## src/rtl/hazard_stall_ctrl_pkg.sv

```systemverilog
// Shared definitions for the ID-stage hazard/stall controller: state encoding,
// register index width and the in-flight writer record kept in the shadow.
package hazard_stall_ctrl_pkg;

  localparam int REG_W = 3;

  localparam logic [1:0] ST_RUN     = 2'b00;
  localparam logic [1:0] ST_LDSTALL = 2'b01;
  localparam logic [1:0] ST_MEMWAIT = 2'b10;
  localparam logic [1:0] ST_FLUSH   = 2'b11;

  typedef struct packed {
    logic             v;
    logic [REG_W-1:0] rd;
    logic             ld;
  } writer_t;

  function automatic logic src_match(input logic             uses,
                                     input logic [REG_W-1:0] src,
                                     input logic [REG_W-1:0] rd);
    return uses && (src == rd);
  endfunction

endpackage

```

## src/rtl/hazard_stall_ctrl_sat_counter.sv

```systemverilog
// Saturating up-counter; holds at all-ones instead of wrapping so long
// stall runs never read back as small numbers.
module sat_counter #(
  parameter int CNT_W = 16
) (
  input  logic             clk,
  input  logic             rst,
  input  logic             inc,
  output logic [CNT_W-1:0] count
);

  localparam logic [CNT_W-1:0] ONE = {{(CNT_W-1){1'b0}}, 1'b1};

  always_ff @(posedge clk or posedge rst) begin
    if (rst) begin
      count <= '0;
    end else if (inc && (count != '1)) begin
      count <= count + ONE;
    end
  end

endmodule

```

## src/rtl/hazard_stall_ctrl.sv

```systemverilog
// ID-stage hazard unit: load-use stall, memory-wait freeze and taken-branch
// flush, with a two-entry shadow of in-flight writers and a stall counter.
module hazard_stall_ctrl
  import hazard_stall_ctrl_pkg::*;
#(
  parameter int CNT_W = 16
) (
  input  logic             clk,
  input  logic             rst,
  input  logic             id_valid,
  input  logic [REG_W-1:0] id_rs,
  input  logic [REG_W-1:0] id_rt,
  input  logic             id_uses_rs,
  input  logic             id_uses_rt,
  input  logic [REG_W-1:0] id_rd,
  input  logic             id_regwrite,
  input  logic             id_memread,
  input  logic             ex_branch_taken,
  input  logic             mem_busy,
  output logic             pc_hold,
  output logic             ifid_flush,
  output logic             idex_bubble,
  output logic             pipe_freeze,
  output logic [CNT_W-1:0] stall_cnt
);

  localparam int SH_EX  = 0;
  localparam int SH_MEM = 1;

  writer_t    shadow_q [2];
  writer_t    id_entry;
  logic [1:0] state_q;
  logic [1:0] entry_state;
  logic [1:0] cur_state;
  logic       load_use;

  assign id_entry = '{v: id_valid && id_regwrite, rd: id_rd, ld: id_memread};

  // Only a load sitting in EX forces a stall; a MEM-stage producer is bypassed.
  assign load_use = id_valid && shadow_q[SH_EX].v && shadow_q[SH_EX].ld &&
                    (src_match(id_uses_rs, id_rs, shadow_q[SH_EX].rd) ||
                     src_match(id_uses_rt, id_rt, shadow_q[SH_EX].rd));

  always_comb begin
    entry_state = ST_RUN;
    if (mem_busy) begin
      entry_state = ST_MEMWAIT;
    end else if (ex_branch_taken) begin
      entry_state = ST_FLUSH;
    end else if (load_use) begin
      entry_state = ST_LDSTALL;
    end
  end

  // Single-cycle states fall back to RUN evaluation and MEMWAIT exits in the
  // same cycle mem_busy drops, so the active state is decided combinationally.
  always_comb begin
    cur_state = entry_state;
    case (state_q)
      ST_MEMWAIT: cur_state = mem_busy ? ST_MEMWAIT : entry_state;
      default:    cur_state = entry_state;
    endcase
  end

  assign pc_hold     = !rst && ((cur_state == ST_MEMWAIT) || (cur_state == ST_LDSTALL));
  assign pipe_freeze = !rst &&  (cur_state == ST_MEMWAIT);
  assign idex_bubble = !rst && ((cur_state == ST_LDSTALL) || (cur_state == ST_FLUSH));
  assign ifid_flush  = !rst &&  (cur_state == ST_FLUSH);

  always_ff @(posedge clk or posedge rst) begin
    if (rst) begin
      state_q         <= ST_RUN;
      shadow_q[SH_EX]  <= '0;
      shadow_q[SH_MEM] <= '0;
    end else begin
      state_q <= cur_state;
      if (!pipe_freeze) begin
        shadow_q[SH_MEM] <= shadow_q[SH_EX];
        shadow_q[SH_EX]  <= idex_bubble ? writer_t'('0) : id_entry;
      end
    end
  end

  sat_counter #(
    .CNT_W(CNT_W)
  ) u_stall_cnt (
    .clk  (clk),
    .rst  (rst),
    .inc  (pc_hold || pipe_freeze),
    .count(stall_cnt)
  );

endmodule
```

## config.mk

```make
export PLATFORM = sky130hd
export DESIGN_NAME = hazard_stall_ctrl
export DESIGN_NICKNAME = d
export VERILOG_FILES = /design/src/rtl/hazard_stall_ctrl_pkg.sv /design/src/rtl/hazard_stall_ctrl_sat_counter.sv /design/src/rtl/hazard_stall_ctrl.sv
export SDC_FILE = /design/constraint.sdc
export NUM_CORES = 1
export LEC_CHECK = 0
export CORE_MARGIN = 2
export CORE_UTILIZATION = 47
export DETAILED_ROUTE_END_ITERATION = 16
export GPL_ROUTABILITY_DRIVEN = 0
export PLACE_DENSITY = 0.83
export SLEW_MARGIN = 20
export SYNTH_ARGS = -nofsm -noshare
export SYNTH_HDL_FRONTEND = slang
export SYNTH_SLANG_ARGS = --single-unit
export TNS_END_PERCENT = 10
```

## constraint.sdc

```tcl
create_clock -name clk -period 4.7 [get_ports clk]
set_clock_uncertainty 0.05 [all_clocks]
set_input_delay 0.47 -clock clk [delete_from_list [all_inputs] [get_ports clk]]
set_output_delay 0.47 -clock clk [all_outputs]
set_load 0.005 [all_outputs]
```

==> Word-level counts from Yosys, hierarchy flattened <==
Index checks and enable logic that the tools add are counted.
W data, S select, Z words.
{ "totals": {"input_bits": 18, "wordCells": 35, "output_inout_bits": 20, "reg_bits": 23} }
{ "classes": {"reduce_logical": 16, "addsub": 1, "eq_ne": 7, "muxes": 6} }
{ "ops": {"columns": ["operator", "count"], "rows": [
  ["$add A16 B1 Y16 const B", 1],
  ["$ne A16 B16 Y1 const B", 1],
  ["$logic_and A1 B1 Y1", 11],
  ["$mux W2", 4],
  ["$eq A2 B2 Y1 const B", 3],
  ["$eq A3 B3 Y1", 2],
  ["$mux W5", 1],
  ["$logic_or A1 B1 Y1", 4],
  ["$eq A2 B1 Y1 const B", 1],
  ["$logic_not A1 Y1", 1],
  ["$mux W1", 1]
]} }

==> Logic depth before layout (Yosys ltp) <==
{ "depth": {"depth_word": 14, "mapped_depth": 10, "mapped_depth_nobuf": 10} }

==> Modules after synthesis <==
Synthesis repeated with hierarchy kept, for this count alone.
{ "unflattened": {"cells_unflattened": 103, "area_unflattened_um2": 1153.6} }
{ "modules_own_cells": {"columns": ["module", "cells_each", "area_per_inst_um2", "seq_area_each_um2", "instances"], "rows": [
  ["sat_counter", 71, 805.8, 400.4, 1],
  ["hazard_stall_ctrl", 32, 347.8, 125.1, 1]
]} }

==> Worst setup path after synthesis <==
Ideal clock, no wire load.
{ "synth_timing": {"path_kind": "input-to-reg", "startpoint": "input port id_rs[1]", "endpoint": "register u_stall_cnt.count[1]", "t_required_ns": 4.525, "setup_ns": 0.125, "t_arrival_ns": 2.114, "setup_slack_ns": 2.411, "cell_stages": 9, "cell_sequence": "xnor2_1 > nand4_1 > a21oi_1 > nor2_1 > ha_1 > nor2b_1 > nor2_1 > a21boi_2 > mux2_4"} }
{ "synth_between": {"elab_chain_cells": 14} }
{ "synth_rtl": {"columns": ["item", "line", "source"], "rows": [
  ["from (decl)", "hazard_stall_ctrl.sv:11", "input logic [REG_W-1:0] id_rs,"],
  ["$eq A3 B3 Y1 *", "hazard_stall_ctrl_pkg.sv:21", "return uses && (src == rd);"],
  ["$logic_and A1 B1 Y1 *", "hazard_stall_ctrl_pkg.sv:21", null],
  ["$logic_or A1 B1 Y1 *", "hazard_stall_ctrl.sv:41", "(src_match(id_uses_rs, id_rs, shadow_q[SH_EX].rd) ||"],
  ["$logic_and A1 B1 Y1 *", "hazard_stall_ctrl.sv:40", "assign load_use = id_valid && shadow_q[SH_EX].v && shadow_q[SH_EX].ld &&"],
  ["$mux W1 *", "hazard_stall_ctrl.sv:50", "end else if (load_use) begin"],
  ["$mux W2 *", "hazard_stall_ctrl.sv:48", "end else if (ex_branch_taken) begin"],
  ["$mux W2 *", "hazard_stall_ctrl.sv:46", "if (mem_busy) begin"],
  ["$mux W2", "hazard_stall_ctrl.sv:60", "ST_MEMWAIT: cur_state = mem_busy ? ST_MEMWAIT : entry_state;"],
  ["$mux W2 *", "hazard_stall_ctrl.sv:59", "case (state_q)"],
  ["$eq A2 B2 Y1 or $eq A2 B1 Y1 (tied branches)", "hazard_stall_ctrl.sv:65, hazard_stall_ctrl.sv:66", null],
  ["$logic_or A1 B1 Y1", "hazard_stall_ctrl.sv:65", "assign pc_hold = !rst && ((cur_state == ST_MEMWAIT) || (cur_state == ST_LDSTALL));"],
  ["$logic_and A1 B1 Y1", "hazard_stall_ctrl.sv:65", null],
  ["$logic_or A1 B1 Y1 *", "hazard_stall_ctrl.sv:89", ".inc (pc_hold || pipe_freeze),"],
  ["$logic_and A1 B1 Y1 *", "hazard_stall_ctrl_sat_counter.sv:17", "end else if (inc && (count != '1)) begin"],
  ["to (signal assigned)", "hazard_stall_ctrl_sat_counter.sv:18", "count <= count + ONE;"],
  ["to (decl)", "hazard_stall_ctrl_sat_counter.sv:9", "output logic [CNT_W-1:0] count"]
]} }
Every way passes the cells marked *; elsewhere a longest branch is shown, timed or not.
A chain may end at the register's enable or synchronous reset.

==> Worst setup path after layout <==
{ "layout_timing": {"startpoint": "input port id_rs[2]", "endpoint": "output port pipe_freeze"} }
{ "layout_between": {"elab_chain_cells": 11} }
{ "layout_rtl": {"columns": ["item", "line", "source"], "rows": [
  ["$eq A3 B3 Y1 *", "hazard_stall_ctrl_pkg.sv:21", null],
  ["$logic_and A1 B1 Y1 *", "hazard_stall_ctrl_pkg.sv:21", null],
  ["$logic_or A1 B1 Y1 *", "hazard_stall_ctrl.sv:41", null],
  ["$logic_and A1 B1 Y1 *", "hazard_stall_ctrl.sv:40", null],
  ["$mux W1 *", "hazard_stall_ctrl.sv:50", null],
  ["$mux W2 *", "hazard_stall_ctrl.sv:48", null],
  ["$mux W2 *", "hazard_stall_ctrl.sv:46", null],
  ["$mux W2", "hazard_stall_ctrl.sv:60", null],
  ["$mux W2 *", "hazard_stall_ctrl.sv:59", null],
  ["$eq A2 B2 Y1 *", "hazard_stall_ctrl.sv:66", "assign pipe_freeze = !rst && (cur_state == ST_MEMWAIT);"],
  ["$logic_and A1 B1 Y1 *", "hazard_stall_ctrl.sv:66", null],
  ["to (decl)", "hazard_stall_ctrl.sv:23", "output logic pipe_freeze,"]
]} }
Marked as above.

==> impl_metrics.yaml <==
status:
  status: "finished, final reports clean"
setup_path:
  reg2reg_depth: 9
  cp-start-kind: "input pin"
  crit_family: "buffers and inverters"
  path_class: "input pin to output port"
  cp.depth: 8
  timing.rr.start: "shadow_q[7]"
  crit_slowest_cell: "clkdlybuf4s50_1"
  max_stage_delay_ns: 0.58
  r2r_end: "u_stall_cnt.count[1]"
  r2r_setup_slack_ns: 2.13
  crit_top_cell: "clkdlybuf4s50_1"
  path_cells: "clkdlybuf4s50_1 -> xnor2_1 -> nand4_1 -> a21oi_1 -> nor2_1 -> ha_1 -> nor2b_1 -> clkdlybuf4s50_1"
  critPathBufInv: 2
  end_kind: "output port"
  cp.arrival_ns: 2.52
  path_max_fanout: 6
  required_ns: 4.18
clocking:
  post_cts_buffers: 0
  clkTransAtPathRegs_ns: 0.12
  cts_buffers: 3
  tritoncts: "built"
  max-clock-path-buffers: 2
  clk-insertion-delay-late_ns: 0.31
  ctsHoldBuffers: 0
  htreeDepth: 1
  cts.repair.resized: 0
  cts_sinks: 21
  root_buffer: "clkbuf_4"
global_route:
  grt_antenna_before_repair: 0
  grt_pass1_vias: 930
  grt_pass1_wl_mm: 3.95
  grt_overflow: 0
  grt_start_max_net_pins: 24
  grt_usage_pct: 20.1
sta:
  finalHoldViolations: 0
  rsz0062_at_grt: "false"
  setup_slack_ns: 1.66
  period_minus_slack_ns: 3.04
  finalSetupViolations: 0
  post-route-period-util_pct: 64.7
  max_freq_ghz: 0.329
  drv_slew: 0
  fin_setup_tns_ns: 0
  worst_pin_slew_ns: 0.806
  relSlewSlack_pct: 46.2
min_path:
  min-delay-start: "u_stall_cnt.count[9]"
  hold_path_end: "u_stall_cnt.count[9]"
  holdPathStages: 1
  min_path_type: "flop to flop"
logic_synthesis:
  synthDistinctLibCells: 29
  synth.cell_area_um2: 1080
  synth-main-ff-cell: "dfrtp_1"
  syn_avg_cell_area_um2: 10.6
  synth_edf_count: 0
  synthArstFlopShare_pct: 100
  synth_nets: 122
  ys_ff_latch: 21
  synthCells: 102
  ys_seq_area_share_pct: 48.6
  yosys_warnings: 0
floorplan:
  die_area_um2: 2700
  die_x_um: 52.0
  io-pin-count: 38
  die_y_um: 52.0
  initial_utilization_pct: 49.4
  core_area_um2: 2190
  rows: 17
detailed_routing:
  drc: 0
  via_count: 924
  final_antenna_net_count: 0
  drt_iter0_markers: 15
  dr.pass1.iters: 4
  wl_mm: 2.41
  routedWlPerCell_um: 14.2
  viasPerCell: 5.44
placement:
  pre_cts_slack_ns: 1.65
  hpwl_mm: 1.88
  io_buffer_count: 37
run:
  maxCapViolCount: 0
power:
  power.density_nw_per_um2: 343
  leakagePower_nw: 0.656
  peakVddDrop_v: 0.000284
layout:
  area_growth_pct: 39.7
  finalNetCount: 163
  fillerInstances: 172
  regArea_um2: 526
  multiInputGateArea_um2: 549
  drive_gt1_share_pct: 7.75
  antenna_cells: 0
[cell usage in the layout, fill, tap and decap left out, drive strengths merged, types with 4 or more instances in the layout]
cell type	instances
clkdlybuf4s50	37
dfrtp	21
xnor2	13
nor2	11
nand2	8
xor2	6
nand3	5
nand4	5
a21oi	4
a22o	4
and3	4
[cell families after synthesis]
kind of cell    count (synthesis)  share of synthesized area [%]
buf+inv                         2                          0.693
compound gates                 12                           8.32
xor+xnor                       19                           15.4
simple gates                   45                           23.4
fa+ha+maj                       2                           2.31
flops                          21                           48.6
mux                             1                           1.39
[worst reg2reg max path: stages, from the launching register on]
cell	delay (ns)
dfrtp_1	0.45
xnor2_1	0.20
nand4_1	0.11
a21oi_1	0.22
nor2_1	0.10
ha_1	0.31
nor2b_1	0.14
nor2_1	0.25
a21boi_2	0.33
mux2_4	0.32
[cells in the mapped netlist (all sizes together) (3+ instances only)]
cell,instances,area share (%)
nand3,5,2.3
nand4,5,3.5
nand2,8,2.8
nor2b,3,1.7
dfrtp,21,49
xor2,6,4.9
xnor2,13,11
nor2,11,3.8
a22o,4,3.2
nor3,3,2.4
and3,4,2.4
a21oi,4,1.8
[worst max-delay path by stage]
stage                            to  slack [ns]      from
2_1_floorplan  u_stall_cnt.count[1]        2.41  id_rs[1]
5_1_grt                 pipe_freeze        1.52  id_rt[2]
4_1_cts                 pipe_freeze        1.65  id_rs[2]
3_3_place_gp            pipe_freeze        1.75  id_rt[0]
6_report                pipe_freeze        1.66  id_rs[2]
3_5_place_dp   u_stall_cnt.count[1]        1.65  id_rs[2]
[power breakdown]
group	total [mW]	internal (mW)	switching (mW)
Clock	0.0892	0.0318	0.0573
Combinational	0.172	0.109	0.0633
Sequential	0.257	0.214	0.0426
[sequential cells by signal (all words and copies together) (netlist names)]
name               cells
shadow_q               5
u_stall_cnt.count     16
[cell type report]
| type | instances | area share, % |
|---|---|---|
| Multi-Input combinational cell | 79 | 36.3 |
| Sequential cell | 21 | 34.8 |
| Timing Repair Buffer | 37 | 24.5 |
| Tap cell | 28 | 2.32 |
| Clock buffer | 3 | 1.49 |
| Clock inverter | 1 | 0.331 |
| Inverter | 1 | 0.248 |
[stage by stage]
step,instances,area [um^2],power (mW),hold WS [ns],util (%)
after floorplan,102,1080,0.332,0.410,-
after global placement,166,1480,0.425,0.427,67.7
after detailed placement,166,1480,0.433,0.440,67.7
after CTS,170,1510,0.522,0.464,69.0
after global routing,170,1510,0.549,0.483,69.0
final,170,1510,0.518,0.460,69.0
[per-layer routing]
layer  vias to the layer above  GRT usage (%)  share of wire (%)  routed length (um)
met1                       452           21.4                 40                 973
met5                         -              0                  0                   0
met3                         4           3.45                5.7                 136
met2                        26           36.1                 51                1230
met4                         0           13.2                2.6                  62
li1                        442              -                  -                   -
Power figures use the tool's default switching activity.
